## config.mk

```make
export PLATFORM = sky130hd
export DESIGN_NAME = geofence_feeder_flat
export DESIGN_NICKNAME = d
export VERILOG_FILES = /design/src/rtl/geofence_feeder_if.sv /design/src/rtl/geofence_feeder.sv /design/src/flat_wrapper.sv
export SDC_FILE = /design/constraint.sdc
export NUM_CORES = 1
export LEC_CHECK = 0
export CAP_MARGIN = 20
export CORE_ASPECT_RATIO = 1.75
export CORE_MARGIN = 8
export CORE_UTILIZATION = 50
export DETAILED_ROUTE_END_ITERATION = 8
export PLACE_DENSITY_LB_ADDON = 0.12
export SLEW_MARGIN = 15
export SYNTH_ARGS = -nofsm -noshare
export SYNTH_HDL_FRONTEND = slang
export SYNTH_SLANG_ARGS = --single-unit
```

## constraint.sdc

```tcl
create_clock -name clk -period 3.53 [get_ports clk]
set_clock_uncertainty 0.05 [all_clocks]
set_input_delay 0.706 -clock clk [delete_from_list [all_inputs] [get_ports clk]]
set_output_delay 0.706 -clock clk [all_outputs]
set_load 0.02 [all_outputs]
```

## src/rtl/geofence_feeder_if.sv

```systemverilog
// rtl/geofence_feeder_if.sv - stream, core and result signals of the geofence feeder
//
// Groups the three handshakes around the feeder:
//   in_*   : upstream point stream (valid/ready, X/Y)
//   gf_*   : direct drive of the geofence core (reset, X/Y) and its result strobe
//   res_*  : per-frame result (valid/ready, inside flag, frame id, watchdog error)
// master : the feeder side; slave : the environment (upstream source, core, result sink).
interface geofence_feeder_if #(
    parameter int CW = 10
);
    logic          in_valid;
    logic          in_ready;
    logic [CW-1:0] in_x;
    logic [CW-1:0] in_y;

    logic          gf_reset;
    logic [CW-1:0] gf_x;
    logic [CW-1:0] gf_y;
    logic          gf_valid;
    logic          gf_is_inside;

    logic          res_valid;
    logic          res_ready;
    logic          res_inside;
    logic [7:0]    res_frame_id;
    logic          res_err;

    modport master (
        input  in_valid, in_x, in_y, gf_valid, gf_is_inside, res_ready,
        output in_ready, gf_reset, gf_x, gf_y, res_valid, res_inside, res_frame_id, res_err
    );

    modport slave (
        output in_valid, in_x, in_y, gf_valid, gf_is_inside, res_ready,
        input  in_ready, gf_reset, gf_x, gf_y, res_valid, res_inside, res_frame_id, res_err
    );
endinterface

```

## src/rtl/geofence_feeder.sv

```systemverilog
// rtl/geofence_feeder.sv - ping-pong frame buffer and sequencer in front of the geofence core
//
// Collects 7-point frames (object first, then 6 sensors) from the point stream into two
// banks, streams each full frame into the core on 7 consecutive cycles (the core cannot
// stall), holds the core in reset while nothing is ready, and returns one result per frame.
//
// Ports:
//   clk      : clock
//   reset_n  : asynchronous active-low reset
//   bus      : geofence_feeder_if.master (in_*, gf_*, res_* signal groups)
//
// Optional feature macro: GEOFENCE_FEEDER_WDOG_EN
//   defined   : watchdog aborts a frame whose result has not arrived TIMEOUT cycles into
//               WAIT, posting res_err=1
//   undefined : WAIT waits indefinitely, res_err is constant 0
module geofence_feeder #(
    parameter int CW = 10
`ifdef GEOFENCE_FEEDER_WDOG_EN
    ,
    parameter int TIMEOUT = 63
`endif
) (
    input  logic                clk,
    input  logic                reset_n,
    geofence_feeder_if.master   bus
);
    localparam int NPTS = 7;
    localparam logic [2:0] LAST = 3'(NPTS - 1);

    typedef enum logic [1:0] {HOLD, STREAM, WAIT} state_t;

    state_t          state_q, state_d;
    logic [2*CW-1:0] mem_q [2][NPTS];
    logic [1:0]      full_q, full_d;
    logic            wr_bank_q, wr_bank_d;
    logic            rd_bank_q, rd_bank_d;
    logic [2:0]      wr_idx_q, wr_idx_d;
    logic [2:0]      k_q, k_d;
    logic            gf_reset_q, gf_reset_d;
    logic [CW-1:0]   gf_x_q, gf_x_d;
    logic [CW-1:0]   gf_y_q, gf_y_d;
    logic            res_valid_q, res_valid_d;
    logic            res_inside_q, res_inside_d;
    logic [7:0]      res_frame_id_q, res_frame_id_d;
    logic [7:0]      frame_cnt_q, frame_cnt_d;

`ifdef GEOFENCE_FEEDER_WDOG_EN
    logic [7:0]      wdog_q, wdog_d;
    logic            res_err_q, res_err_d;
    logic            timeout;
`endif

    logic            accept;
    logic            start;
    logic            load;
    logic            post;
    logic [2:0]      rd_idx;

    assign accept = bus.in_valid && !full_q[wr_bank_q];
    // A frame may only start when its result will have somewhere to go.
    assign start  = full_q[rd_bank_q] && (!res_valid_q || bus.res_ready);

    always_comb begin
        state_d        = state_q;
        full_d         = full_q;
        wr_bank_d      = wr_bank_q;
        rd_bank_d      = rd_bank_q;
        wr_idx_d       = wr_idx_q;
        k_d            = k_q;
        gf_reset_d     = gf_reset_q;
        gf_x_d         = gf_x_q;
        gf_y_d         = gf_y_q;
        res_valid_d    = res_valid_q;
        res_inside_d   = res_inside_q;
        res_frame_id_d = res_frame_id_q;
        frame_cnt_d    = frame_cnt_q;
        load           = 1'b0;
        post           = 1'b0;
        rd_idx         = 3'd0;
`ifdef GEOFENCE_FEEDER_WDOG_EN
        wdog_d         = wdog_q;
        res_err_d      = res_err_q;
        timeout        = 1'b0;
`endif

        if (accept) begin
            if (wr_idx_q == LAST) begin
                full_d[wr_bank_q] = 1'b1;
                wr_bank_d         = !wr_bank_q;
                wr_idx_d          = 3'd0;
            end else begin
                wr_idx_d = wr_idx_q + 3'd1;
            end
        end

        // gf_x/gf_y are loaded one edge ahead so point k is on the wires in stream cycle k.
        case (state_q)
            HOLD: begin
                gf_reset_d = 1'b1;
                if (start) begin
                    state_d    = STREAM;
                    k_d        = 3'd0;
                    gf_reset_d = 1'b0;
                    load       = 1'b1;
                end
            end
            STREAM: begin
                gf_reset_d = 1'b0;
                if (k_q == LAST) begin
                    full_d[rd_bank_q] = 1'b0;
                    rd_bank_d         = !rd_bank_q;
                    state_d           = WAIT;
`ifdef GEOFENCE_FEEDER_WDOG_EN
                    wdog_d            = 8'd0;
`endif
                end else begin
                    k_d    = k_q + 3'd1;
                    rd_idx = k_q + 3'd1;
                    load   = 1'b1;
                end
            end
            WAIT: begin
                if (bus.gf_valid) begin
                    post = 1'b1;
                    // rd_bank already points at the next bank, so a back-to-back frame
                    // starts while the core sits in its first read cycle.
                    if (start) begin
                        state_d    = STREAM;
                        k_d        = 3'd0;
                        gf_reset_d = 1'b0;
                        load       = 1'b1;
                    end else begin
                        state_d    = HOLD;
                        gf_reset_d = 1'b1;
                    end
                end
`ifdef GEOFENCE_FEEDER_WDOG_EN
                else if (wdog_q == 8'(TIMEOUT - 1)) begin
                    post       = 1'b1;
                    timeout    = 1'b1;
                    state_d    = HOLD;
                    gf_reset_d = 1'b1;
                end else begin
                    wdog_d = wdog_q + 8'd1;
                end
`endif
            end
            default: begin
                state_d    = HOLD;
                gf_reset_d = 1'b1;
            end
        endcase

        if (load) begin
            {gf_x_d, gf_y_d} = mem_q[rd_bank_q][rd_idx];
        end

        if (post) begin
            res_valid_d    = 1'b1;
            res_frame_id_d = frame_cnt_q;
            frame_cnt_d    = frame_cnt_q + 8'd1;
`ifdef GEOFENCE_FEEDER_WDOG_EN
            res_inside_d   = timeout ? 1'b0 : bus.gf_is_inside;
            res_err_d      = timeout;
`else
            res_inside_d   = bus.gf_is_inside;
`endif
        end else if (res_valid_q && bus.res_ready) begin
            res_valid_d = 1'b0;
        end
    end

    always_ff @(posedge clk or negedge reset_n) begin
        if (!reset_n) begin
            state_q        <= HOLD;
            full_q         <= 2'b00;
            wr_bank_q      <= 1'b0;
            rd_bank_q      <= 1'b0;
            wr_idx_q       <= 3'd0;
            k_q            <= 3'd0;
            gf_reset_q     <= 1'b1;
            gf_x_q         <= '0;
            gf_y_q         <= '0;
            res_valid_q    <= 1'b0;
            res_inside_q   <= 1'b0;
            res_frame_id_q <= 8'd0;
            frame_cnt_q    <= 8'd0;
`ifdef GEOFENCE_FEEDER_WDOG_EN
            wdog_q         <= 8'd0;
            res_err_q      <= 1'b0;
`endif
            for (int b = 0; b < 2; b++) begin
                for (int i = 0; i < NPTS; i++) begin
                    mem_q[b][i] <= '0;
                end
            end
        end else begin
            state_q        <= state_d;
            full_q         <= full_d;
            wr_bank_q      <= wr_bank_d;
            rd_bank_q      <= rd_bank_d;
            wr_idx_q       <= wr_idx_d;
            k_q            <= k_d;
            gf_reset_q     <= gf_reset_d;
            gf_x_q         <= gf_x_d;
            gf_y_q         <= gf_y_d;
            res_valid_q    <= res_valid_d;
            res_inside_q   <= res_inside_d;
            res_frame_id_q <= res_frame_id_d;
            frame_cnt_q    <= frame_cnt_d;
`ifdef GEOFENCE_FEEDER_WDOG_EN
            wdog_q         <= wdog_d;
            res_err_q      <= res_err_d;
`endif
            if (accept) begin
                mem_q[wr_bank_q][wr_idx_q] <= {bus.in_x, bus.in_y};
            end
        end
    end

    assign bus.in_ready     = !full_q[wr_bank_q];
    assign bus.gf_reset     = gf_reset_q;
    assign bus.gf_x         = gf_x_q;
    assign bus.gf_y         = gf_y_q;
    assign bus.res_valid    = res_valid_q;
    assign bus.res_inside   = res_inside_q;
    assign bus.res_frame_id = res_frame_id_q;
`ifdef GEOFENCE_FEEDER_WDOG_EN
    assign bus.res_err      = res_err_q;
`else
    assign bus.res_err      = 1'b0;
`endif
endmodule

```

## src/flat_wrapper.sv

```systemverilog
// flat-port wrapper written by rule: the top's interface ports become plain ports
module geofence_feeder_flat 
#(
    parameter int CW = 10

)
  (clk, reset_n, bus_in_valid, bus_in_x, bus_in_y, bus_gf_valid, bus_gf_is_inside, bus_res_ready, bus_in_ready, bus_gf_reset, bus_gf_x, bus_gf_y, bus_res_valid, bus_res_inside, bus_res_frame_id, bus_res_err);
  geofence_feeder_if #(.CW(CW)) bus_i ();
  input  logic clk;
  input  logic reset_n;
  input wire logic [$bits(bus_i.in_valid)-1:0] bus_in_valid;
  input wire logic [$bits(bus_i.in_x)-1:0] bus_in_x;
  input wire logic [$bits(bus_i.in_y)-1:0] bus_in_y;
  input wire logic [$bits(bus_i.gf_valid)-1:0] bus_gf_valid;
  input wire logic [$bits(bus_i.gf_is_inside)-1:0] bus_gf_is_inside;
  input wire logic [$bits(bus_i.res_ready)-1:0] bus_res_ready;
  output wire logic [$bits(bus_i.in_ready)-1:0] bus_in_ready;
  output wire logic [$bits(bus_i.gf_reset)-1:0] bus_gf_reset;
  output wire logic [$bits(bus_i.gf_x)-1:0] bus_gf_x;
  output wire logic [$bits(bus_i.gf_y)-1:0] bus_gf_y;
  output wire logic [$bits(bus_i.res_valid)-1:0] bus_res_valid;
  output wire logic [$bits(bus_i.res_inside)-1:0] bus_res_inside;
  output wire logic [$bits(bus_i.res_frame_id)-1:0] bus_res_frame_id;
  output wire logic [$bits(bus_i.res_err)-1:0] bus_res_err;
  assign bus_i.in_valid = bus_in_valid;
  assign bus_i.in_x = bus_in_x;
  assign bus_i.in_y = bus_in_y;
  assign bus_i.gf_valid = bus_gf_valid;
  assign bus_i.gf_is_inside = bus_gf_is_inside;
  assign bus_i.res_ready = bus_res_ready;
  assign bus_in_ready = bus_i.in_ready;
  assign bus_gf_reset = bus_i.gf_reset;
  assign bus_gf_x = bus_i.gf_x;
  assign bus_gf_y = bus_i.gf_y;
  assign bus_res_valid = bus_i.res_valid;
  assign bus_res_inside = bus_i.res_inside;
  assign bus_res_frame_id = bus_i.res_frame_id;
  assign bus_res_err = bus_i.res_err;
  geofence_feeder #(.CW(CW)) u_core (.clk(clk), .reset_n(reset_n), .bus(bus_i));
endmodule
```

# == Word level (Yosys, flattened, before mapping) ==
# Index checks and enable logic that the tools add are counted.
# op_classes
addsub,3
magnitude_cmp,10
n_eq_ne,8
n_mux,46
bitwise,7
reduce_logical,19
# op_table
cell,count
two-way mux 140 bit,4
bitwise mux 280 bit,1
demux 140 bit (select 1 bit),1
binary-select mux 20 bit (select 3 bit),1
demux 20 bit (select 3 bit),1
two-way mux 20 bit,3
two-way mux 3 bit,6
two-way mux 1 bit,16
two-way mux 2 bit,7
one-hot mux 3 bit (3 select lines),1
"adder 8 x 1 -> 8 bit, second input constant",1
"greater-or-equal comparator 4 bit, second input constant",2
inverter 3 -> 4 bit,2
logical AND 1 bit,7
"adder 3 x 1 -> 3 bit, second input constant",2
"equality test 3 bit, second input constant",2
one-hot mux 1 bit (3 select lines),2
one-hot mux 2 bit (3 select lines),1
AND reduction 3 bit,2
"greater-or-equal comparator 2 bit, second input constant",2
logical NOT 1 bit,4
"less-than comparator 1 x 2 -> 1 bit, second input constant",2
"less-than comparator 4 x 1 -> 1 bit, second input constant",1
"inequality test 2 x 1 -> 1 bit, second input constant",2
15 further kinds,20
# totals
ff_bits,331
in_bits,26
out_inout_bits,33
wordCells,120

# == Logic depth before layout (Yosys ltp) ==
# Gate-level depths: netlist of run 1.
# logic_depth
word_depth,10
depth_mapped,10
depth_no_buf,8

# == Worst setup path before layout of run 1 ==
# OpenSTA, ideal clock, no wires.
# synth_path
kind,flip-flop to flip-flop
start,register u_core.k_q[0]
end,"register u_core.gf_x_q[7], in the netlist u_core.bus.gf_x[7]"
setup_ps,130
arrival_time_ps,2133
t_required_ps,3350
path_slack_ps,1216
path_stages_with_launch,10
path_buffers,2
synth_period_minus_slack_ps,2314
path_cell_list,dfrtp_1 inv_1 ha_1 and2_1 buf_4 nor3_4 buf_4 mux4_2 a221oi_1 a21oi_1
# synth_between
elab_chain_cells,7
elab_cells_between_ends,10
classes_between,1 x add/sub; 1 x eq/ne; 7 x mux; 1 x bitwise
# synth_lines
element,line,text
from (decl),geofence_feeder.sv:38,"logic [2:0] k_q, k_d;"
from (signal assigned),geofence_feeder.sv:203,k_q <= k_d;
adder 3 x 1 -> 3 bit or equality test 3 bit (tied branches),"geofence_feeder.sv:118, geofence_feeder.sv:109",
two-way mux 3 bit,geofence_feeder.sv:109,if (k_q == LAST) begin
two-way mux 3 bit,geofence_feeder.sv:97,case (state_q)
inverter 3 -> 4 bit (implied by the code),geofence_feeder.sv:155,"{gf_x_d, gf_y_d} = mem_q[rd_bank_q][rd_idx];"
binary-select mux 20 bit (select 3 bit),geofence_feeder.sv:155,
two-way mux 20 bit (implied by the code) (2 in a row),geofence_feeder.sv:155,
to (signal assigned),geofence_feeder.sv:205,gf_x_q <= gf_x_d;
to (decl),geofence_feeder.sv:40,"logic [CW-1:0] gf_x_q, gf_x_d;"
# Several ways; a longest one is shown, not always the timed one. The select of a mux whose other input is x is not followed.
# A chain may end at the register's enable or synchronous reset.

# == Worst setup path after layout of run 1 ==
# layout_path
start,register u_core.wr_bank_q
end,output port bus_in_ready
# layout_between
elab_chain_cells,3
# layout_lines
element,line,text
from (decl),geofence_feeder.sv:35,"logic wr_bank_q, wr_bank_d;"
from (signal assigned),geofence_feeder.sv:200,wr_bank_q <= wr_bank_d;
two-way mux 1 bit (implied by the code) (2 in a row),geofence_feeder.sv:221,assign bus.in_ready = !full_q[wr_bank_q];
logical NOT 1 bit,geofence_feeder.sv:221,
to (decl),flat_wrapper.sv:17,output wire logic [$bits(bus_i.in_ready)-1:0] bus_in_ready;
# Every way passes these cells. The select of a mux whose other input is x is not followed.

==> flow_metrics.env, run 1 <==
export IMPL_syn_cell_area_sq_um=14900
export IMPL_layout_drive_gt1_share_pct=40.6
export IMPL_power_density_nw_per_um2=916
export IMPL_cp_start_kind="flop"
export IMPL_yosysSeqAreaShare_pct=55.7
export IMPL_dpl_hpwl_um=22900
export IMPL_grtUsageMet1_pct=24.7
export IMPL_max_slew_margin_rel_pct=41.5
export IMPL_status="completed"
export IMPL_viasPerCell=5.90
export IMPL_max_freq_mhz=345
export IMPL_port_buffers=57
export IMPL_htree_num_levels=1
export IMPL_ir_drop_uv=662
export IMPL_cts_tree="built"
export IMPL_worst_pin_slew_ns=0.877
export IMPL_grt_use_met2_pct=36.7
export IMPL_gr_usage_met3_pct=2.66
export IMPL_drc=0
export IMPL_postCtsSetupBuffers=0
export IMPL_reg2reg_depth=8
export IMPL_track_usage_pct=20.4
export IMPL_pin_count=59
export IMPL_grt_max_degree=75
export IMPL_overflow=0
export IMPL_max_cap_violations=0
export IMPL_min_period_ns=2.90
export IMPL_fillers=2412
export IMPL_wire_per_inst_um=24.5
export IMPL_leakage_nw=7.81
export IMPL_crit_arrival_ns=2.14
export IMPL_grt_pass1_vias=9417
export IMPL_synthFlopType="dfrtp_1"
export IMPL_nets=1077
export IMPL_antenna_found_initial=1
export IMPL_vias=8572
export IMPL_crit_fanout=9
export IMPL_detail_route_iter0_violations=340
export IMPL_whs_ns=0.0764
export IMPL_clk_pin_slew_worst_paths_ns=0.06
export IMPL_end_kind="primary output"
export IMPL_gp_congestion=0.768
export IMPL_cts_hold_buf=0
export IMPL_worstPathRequired_ns=2.77
export IMPL_rsz0062_at_grt="false"
export IMPL_wl_um=35600
export IMPL_ant_nets=0
export IMPL_initial_utilization_pct=50.8
export IMPL_dp_slack_ns=0.586
export IMPL_ys_ff_latch=331
export IMPL_min_path_type="primary input to async pin"
export IMPL_ys_types=54
export IMPL_setup_worst_path_class="flop to primary output"
export IMPL_core_sq_um=29300
export IMPL_busiest_layer="met2"
export IMPL_numCtsBuffers=31
export IMPL_finalSetupTns_ns=0
export IMPL_period_share_pct=82.1
export IMPL_fp_dieW_um=146
export IMPL_insertion_delay_ns=0.58
export IMPL_ctsResizeCount=0
export IMPL_syn_to_final_growth_pct=14.2
export IMPL_synth_fp_nets=1033
export IMPL_cts_buffer_depth=3
export IMPL_drv_slew=0
export IMPL_yosys_warnings=0
export IMPL_async_flop_share_pct=100
export IMPL_num_rows=83
export IMPL_synth_edff_count=0
export IMPL_grt_pass1_wl_um=56500
export IMPL_cts_sinks=331
export IMPL_root_buffer="clkbuf_16"
export IMPL_die_h_um=244
export IMPL_synth_cells=1004
export IMPL_hold_violations=0
export IMPL_die_area_sq_um=35700
export IMPL_first_pass_iters=4
export IMPL_setup_viol=0
export IMPL_setup_ws_ns=0.633
export IMPL_avgSynthCellArea_sq_um=14.8
## Yosys cell counts, drive strengths merged, types with 2 or more instances
cell / count / area [sq um]
nand4: 4 / 25.0
nand2b: 2 / 20.0
nor2b: 7 / 43.8
or3: 3 / 18.8
a21oi: 27 / 139
nand2: 66 / 248
clkbuf: 43 / 161
inv: 7 / 26.3
o221ai: 19 / 166
mux2i: 12 / 133
a2111oi: 2 / 17.5
a211oi: 2 / 15.0
nor3: 4 / 36.3
a21o: 3 / 22.5
a211o: 2 / 17.5
nor2: 12 / 45.0
and2: 2 / 12.5
xnor2: 7 / 61.3
nand3: 5 / 25.0
mux4: 56 / 1270
nor4: 2 / 18.8
ha: 3 / 37.5
dfrtp: 330 / 8260
buf: 42 / 275
a221oi: 18 / 158
and3: 6 / 37.5
mux2: 301 / 3460
o21ai: 5 / 25.0
## flip-flops by register name (all words and copies together), names as in the netlist
name and flops:
u_core.bus.gf_y 10, u_core.bus.gf_reset 1, u_core.bus.res_frame_id 8, u_core.mem_q 280
u_core.bus.gf_x 10, u_core.k_q 3, u_core.bus.res_valid 1, u_core.frame_cnt_q 8
u_core.bus.res_inside 1, u_core.state_q 2, u_core.wr_bank_q 1, u_core.wr_idx_q 3
u_core.full_q 2, u_core.rd_bank_q 1
## final cells by class
type	instances	area, sq um	share of cell area [%]
clock buffer	47	936	5.51
timing repair buffer	96	968	5.70
tap	382	478	2.81
antenna	1	2.50	0.0147
clock inverter	9	144	0.847
multi-input combinational	581	6140	36.2
sequential	331	8290	48.8
inverter	7	26.3	0.155
## cells by family (layout without fill, tap and decap cells)
group	count (synthesis)	after routing	share of synthesized area, %
buf+inv	92	159	3.11
simple gates	118	118	3.83
compound gates	82	82	3.97
fa+ha+maj	3	3	0.252
mux	369	369	32.7
other cells	1	2	0.0252
flops	331	331	55.7
xor+xnor	8	8	0.471
## placed cells by master, fill, tap and decap left out, drive strengths merged, types with 2 or more instances in the layout
master         count
a2111oi            2
a211o              2
a211oi             2
a21o               3
a21oi             27
a221oi            18
and2               2
and3               6
buf               40
bufinv             3
clkbuf            47
clkdlybuf4s50     56
clkinv             3
dfrtp            330
ha                 3
inv                9
mux2             301
mux2i             12
mux4              56
nand2             66
nand2b             2
nand3              5
nand4              4
nor2              12
nor2b              7
nor3               4
nor4               2
o21ai              5
o221ai            19
or3                3
xnor2              7
## critical path: stages (launching register included)
cell and delay, ns:
dfrtp_1 0.52, mux2i_4 0.38, clkdlybuf4s50_1 0.67
## final timing paths
path	to	slack, ns	from
setup / recovery	bus_in_ready	0.63	u_core.wr_bank_q$_DFFE_PN0P_
hold / removal	u_core.bus.gf_x[5]$_DFFE_PN0P_	0.08	reset_n
setup reg to reg	u_core.bus.gf_y[3]$_DFFE_PN0P_	0.82	u_core.k_q[0]$_DFFE_PN0P_
hold reg to reg	u_core.bus.res_frame_id[7]$_DFFE_PN0P_	0.42	u_core.bus.res_frame_id[7]$_DFFE_PN0P_
max in group asynchronous	u_core.bus.gf_reset$_DFFE_PN1P_	2.57	reset_n
min in group clk	u_core.bus.res_frame_id[7]$_DFFE_PN0P_	0.42	u_core.bus.res_frame_id[7]$_DFFE_PN0P_
## metrics by stage
| stage | area, sq um | total power [mW] | std cells | utilization (%) |
|---|---|---|---|---|
| floorplan | 14900 | 10.3 | 1004 | - |
| global placement | 15900 | 12.0 | 1397 | 54.3 |
| detailed placement | 15900 | 12.2 | 1397 | 54.3 |
| CTS | 17000 | 15.8 | 1453 | 58.0 |
| global route | 17000 | 16.4 | 1454 | 58.0 |
| finish | 17000 | 15.6 | 1454 | 58.0 |
## report_power, final
| part | switching [mW] | internal [mW] |
|---|---|---|
| Sequential | 0.941 | 5.30 |
| Combinational | 2.69 | 3.12 |
| Clock | 1.46 | 2.05 |
| Total | 5.09 | 10.5 |
## routing by layer
layer  wire length, um  part of all wire (%)
met2             18900                    53
met1             14500                    41
met4               974                   2.7
met5                 0                     0
met3              1260                   3.5
(Power assumes the default switching activity.)
==> run 2: changes to the inputs <==
==> constraint.sdc (replaced) <==
create_clock -name clk -period 2.4 [get_ports clk]
set_clock_uncertainty 0.05 [all_clocks]
set_input_delay 0.48 -clock clk [delete_from_list [all_inputs] [get_ports clk]]
set_output_delay 0.48 -clock clk [all_outputs]
set_load 0.02 [all_outputs]
==> flow_metrics.env, run 2 (synthesis gave the netlist of run 1 again) <==
export IMPL_gp_congestion=0.828
export IMPL_num_rows=83
export IMPL_vias=8777
export IMPL_status="completed"
export IMPL_cts_tree="built"
export IMPL_mostFrequentLayoutCells="329 x dfrtp_1, 263 x mux2_2, 66 x nand2_1"
export IMPL_htree_num_levels=1
export IMPL_whs_ns=0.341
export IMPL_dp_slack_ns=-0.0759
export IMPL_root_buffer="clkbuf_16"
export IMPL_first_pass_iters=4
export IMPL_reg2reg_to="u_core.bus.gf_y[8]$_DFFE_PN0P_"
export IMPL_setup_viol=0
export IMPL_pin_count=59
export IMPL_cts_sinks=331
export IMPL_drv_slew=0
export IMPL_multi_input_area_sq_um=6220
export IMPL_numCtsBuffers=31
export IMPL_antenna_found_initial=0
export IMPL_viasPerCell=5.83
export IMPL_crit_arrival_ns=2.76
export IMPL_track_usage_pct=20.7
export IMPL_stdcell_count=1505
export IMPL_drc=0
export IMPL_clk_pin_slew_worst_paths_ns=0.07
export IMPL_end_kind="flop"
export IMPL_regMostFlops="u_core.mem_q"
export IMPL_placed_area_sq_um=16400
export IMPL_min_period_ns=2.30
export IMPL_max_slew_margin_rel_pct=54.1
export IMPL_grt_pass1_wl_um=57600
export IMPL_slowest_stage="mux4_1"
export IMPL_initial_utilization_pct=50.8
export IMPL_ant_nets=0
export IMPL_reg2reg_depth=9
export IMPL_ir_drop_uv=980
export IMPL_detail_route_iter0_violations=424
export IMPL_startpoint="u_core.k_q[0]$_DFFE_PN0P_"
export IMPL_diodes=0
export IMPL_power_density_nw_per_um2=1340
export IMPL_final_common_cell="dfrtp_1"
export IMPL_fillers=2344
export IMPL_wire_per_inst_um=24.4
export IMPL_setup_ws_ns=0.103
export IMPL_syn_to_final_growth_pct=18.4
export IMPL_worst_pin_slew_ns=0.684
export IMPL_max_cap_violations=0
export IMPL_insertion_delay_ns=0.58
export IMPL_port_buffers=57
export IMPL_dp_cells=1439
export IMPL_worstPathRequired_ns=2.86
export IMPL_crit_fanout=18
export IMPL_max_freq_mhz=435
export IMPL_regToRegSetupSlack_ns=0.10
export IMPL_cp_start_kind="flop"
export IMPL_total_power_mw=23.6
export IMPL_nets=1127
export IMPL_grt_max_degree=66
export IMPL_path_cells="inv_1, ha_1, and2_1, nor3_4, buf_4, buf_12, mux4_1, nand3b_1, o211ai_1"
export IMPL_critical_path_max_stage_delay_ns=0.56
export IMPL_layout_drive_gt1_share_pct=44.4
export IMPL_wl_um=36700
export IMPL_setup_worst_path_end="u_core.bus.gf_y[8]$_DFFE_PN0P_"
export IMPL_fin_area_sq_um=17600
export IMPL_grt_pass1_vias=9621
export IMPL_period_share_pct=95.7
export IMPL_overflow=0
export IMPL_core_sq_um=29300
export IMPL_largest_register_ff_count=280
export IMPL_setup_worst_path_class="flop to flop"
export IMPL_hold_violations=0
export IMPL_cts_buffer_depth=3
export IMPL_die_h_um=244
export IMPL_register_area_sq_um=8290
export IMPL_dpl_hpwl_um=24400
export IMPL_die_area_sq_um=35700
export IMPL_timing_rr_start="u_core.k_q[0]$_DFFE_PN0P_"
export IMPL_fp_dieW_um=146
export IMPL_min_path_type="primary input to async pin"
export IMPL_leakage_nw=8.16
run 2: layout make-up:
class / count / share of cell area [%]
multi-input combinational: 581 / 35.3
inverter: 7 / 0.149
timing repair buffer: 146 / 9.06
clock inverter: 14 / 0.561
sequential: 331 / 47.1
clock buffer: 44 / 5.14
tap: 382 / 2.71
run 2: how the worst min path moves through the flow:
stage                       start  slack, ns                             end
after floorplan           reset_n       0.13  u_core.bus.gf_x[0]$_DFFE_PN0P_
after global placement    reset_n       0.36   u_core.mem_q[196]$_DFFE_PN0P_
after detailed placement  reset_n       0.37    u_core.mem_q[73]$_DFFE_PN0P_
after CTS                 reset_n       0.34    u_core.mem_q[73]$_DFFE_PN0P_
after global routing      reset_n       0.35   u_core.mem_q[156]$_DFFE_PN0P_
final                     reset_n       0.34   u_core.mem_q[156]$_DFFE_PN0P_
run 2: per-stage QoR:
| stage | setup TNS (ns) | utilization [%] |
|---|---|---|
| 2_1_floorplan | 0 | - |
| 3_3_place_gp | -0.230 | 56.1 |
| 3_5_place_dp | -1.45 | 56.1 |
| 4_1_cts | 0 | 59.6 |
| 5_1_grt | -0.0753 | 60.1 |
| 6_report | 0 | 60.1 |
run 2: what timing repair did:
item / in CTS / in global routing
gates cloned: 0 / 1
endpoints found under the setup margin: 1 / 19
hold buffers: 1 / 0
setup buffers: 0 / 6
endpoints found under the hold margin: 38 / 0
pin swaps: 0 / 2
resized for setup: 1 / 15
run 2: critical path: cells and delay by family, from the launching register on:
kind            cells  cell delay [ns]
compound gates      1             0.08
fa+ha+maj           1             0.20
mux                 1             0.56
flops               1             0.34
simple gates        3             0.56
buf+inv             3             0.40
run 2: report_power, final:
group | switching [mW] | internal (mW)
combinational | 4.47 | 5.25
sequential | 1.24 | 7.80
clock | 2.20 | 2.64
total | 7.92 | 15.7
run 2: per-layer routing:
layer,vias up,track usage [%],share of wire (%)
met5,-,0,0
met4,0,7.31,2.3
met3,56,2.39,3.6
met2,160,36.8,53
met1,4674,25.7,41
li1,3887,-,-
==> run 3: changes to the inputs <==
--- a/config.mk
+++ b/config.mk
@@ -7,11 +7,9 @@
 export LEC_CHECK = 0
 export CAP_MARGIN = 20
 export CORE_ASPECT_RATIO = 1.75
-export CORE_MARGIN = 8
 export CORE_UTILIZATION = 50
 export DETAILED_ROUTE_END_ITERATION = 8
 export PLACE_DENSITY_LB_ADDON = 0.12
-export SLEW_MARGIN = 15
 export SYNTH_ARGS = -nofsm -noshare
 export SYNTH_HDL_FRONTEND = slang
 export SYNTH_SLANG_ARGS = --single-unit
==> flow_metrics.env, run 3 (synthesis gave the netlist of run 1 again) <==
export IMPL_fp_dieW_um=132
export IMPL_multi_input_area_sq_um=6210
export IMPL_cp_top_family="buffers and inverters"
export IMPL_dpl_hpwl_um=24300
export IMPL_clk_pin_slew_worst_paths_ns=0.07
export IMPL_startpoint="u_core.k_q[0]$_DFFE_PN0P_"
export IMPL_status="completed"
export IMPL_end_kind="flop"
export IMPL_placed_area_sq_um=16500
export IMPL_leakage_nw=8.20
export IMPL_overflow=0
export IMPL_min_period_ns=2.29
export IMPL_hold_violations=0
export IMPL_wl_um=36900
export IMPL_insertion_delay_ns=0.57
export IMPL_fin_area_sq_um=17700
export IMPL_grt_pass1_wl_um=57100
export IMPL_core_sq_um=29300
export IMPL_ir_drop_uv=1030
export IMPL_slowest_stage="dfrtp_1"
export IMPL_largest_register_ff_count=280
export IMPL_cts_sinks=331
export IMPL_diodes=0
export IMPL_antenna_found_initial=0
export IMPL_die_h_um=230
export IMPL_port_buffers=57
export IMPL_cts_tree="built"
export IMPL_power_density_nw_per_um2=1350
export IMPL_die_area_sq_um=30500
export IMPL_grt_use_met2_pct=47.5
export IMPL_critical_path_max_stage_delay_ns=0.36
export IMPL_pin_count=59
export IMPL_path_cells="inv_2, ha_2, and2_4, nor3_4, buf_12, buf_8, buf_4, buf_4, mux4_2, o221ai_1, a21oi_1"
export IMPL_grt_pass1_vias=9506
export IMPL_numCtsBuffers=31
export IMPL_period_share_pct=95.5
export IMPL_min_path_type="primary input to flop"
export IMPL_crit_top_cell="buf_4"
export IMPL_cp_start_kind="flop"
export IMPL_wire_per_inst_um=24.4
export IMPL_drv_slew=0
export IMPL_regMostFlops="u_core.mem_q"
export IMPL_worstPathRequired_ns=2.80
export IMPL_timing_rr_start="u_core.k_q[0]$_DFFE_PN0P_"
export IMPL_gp_congestion=0.866
export IMPL_cts_buffer_depth=3
export IMPL_setup_worst_path_class="flop to flop"
export IMPL_final_util_pct=60.4
export IMPL_initial_utilization_pct=50.8
export IMPL_register_area_sq_um=8290
export IMPL_mostFrequentLayoutCells="329 x dfrtp_1, 263 x mux2_2, 66 x nand2_1"
export IMPL_worst_pin_slew_ns=0.750
export IMPL_min_from="bus_gf_is_inside"
export IMPL_layout_drive_gt1_share_pct=44.7
export IMPL_crit_buf_inv=5
export IMPL_crit_fanout=6
export IMPL_first_pass_iters=4
export IMPL_setup_viol=0
export IMPL_finalSetupTns_ns=0
export IMPL_gr_usage_met3_pct=2.36
export IMPL_max_freq_mhz=436
export IMPL_num_rows=83
export IMPL_max_cap_violations=0
export IMPL_crit_arrival_ns=2.70
export IMPL_viasPerCell=5.79
export IMPL_fillers=2320
export IMPL_vias=8745
export IMPL_max_slew_margin_rel_pct=49.9
export IMPL_htree_num_levels=1
export IMPL_nets=1132
export IMPL_syn_to_final_growth_pct=18.8
export IMPL_grt_max_degree=75
export IMPL_track_usage_pct=25.2
export IMPL_grtUsageMet1_pct=30.1
export IMPL_drc=0
export IMPL_root_buffer="clkbuf_16"
export IMPL_busiest_layer="met2"
export IMPL_ant_nets=0
export IMPL_detail_route_iter0_violations=468
export IMPL_total_power_mw=23.9
export IMPL_final_common_cell="dfrtp_1"
==> run 3: worst paths after layout <==
path                                                          endpoint  slack [ns]  cells past startpoint
worst max-delay path                    u_core.bus.gf_x[0]$_DFFE_PN0P_        0.11                     11
worst min-delay path                 u_core.bus.res_inside$_DFFE_PN0P_        0.39                      3
worst max register to register          u_core.bus.gf_x[0]$_DFFE_PN0P_        0.11                     11
worst min register to register  u_core.bus.res_frame_id[7]$_DFFE_PN0P_        0.42                      2
max in group asynchronous                u_core.mem_q[249]$_DFFE_PN0P_        1.10                      3
min in group asynchronous                u_core.mem_q[236]$_DFFE_PN0P_        0.43                      2
==> run 3: what timing repair did <==
| item | 4_1_cts | 5_1_grt |
|---|---|---|
| hold buffers | 1 | 0 |
| gates resized for setup | 1 | 15 |
| hold endpoints to repair | 67 | 0 |
| setup endpoints to repair | 1 | 16 |
| buffers inserted | 0 | 13 |
| pin swaps | 0 | 4 |
==> run 3: worst register-to-register path: cells and delay by family, from the launching register on <==
kind                       cells  cell delay [ns]
buffers and inverters          5             0.58
and+or+nand+nor                2             0.45
DFF                            1             0.36
AOI/OAI and AO/OA              2             0.28
muxes                          1             0.27
adders and majority gates      1             0.18
==> run 3: through the flow <==
stage | hold slack, ns | setup slack (ns) | std cells
3_3_place_gp | 0.409 | -0.0338 | 1438
2_1_floorplan | 0.134 | 0.0863 | 1004
6_report | 0.391 | 0.108 | 1510
3_5_place_dp | 0.412 | -0.0127 | 1438
4_1_cts | 0.372 | 0.0104 | 1497
5_1_grt | 0.405 | -0.00534 | 1510
==> run 3: report_power, final <==
part | internal, mW | switching (mW)
Sequential | 7.80 | 1.26
Clock | 2.87 | 2.13
Combinational | 5.34 | 4.45
Total | 16.0 | 7.84
==> run 3: metal layers <==
metal  routed length, um  vias up
met5                   0        -
met4                 995        0
met3                1030       54
met2               20400      158
met1               14500     4655
li1                    -     3878
==> run 3: layout make-up <==
type	count	share of cell area [%]
timing repair buffer	151	9.28
sequential	331	46.9
clock buffer	46	5.22
tap	382	2.70
multi-input combinational	581	35.1
inverter	7	0.149
clock inverter	12	0.658
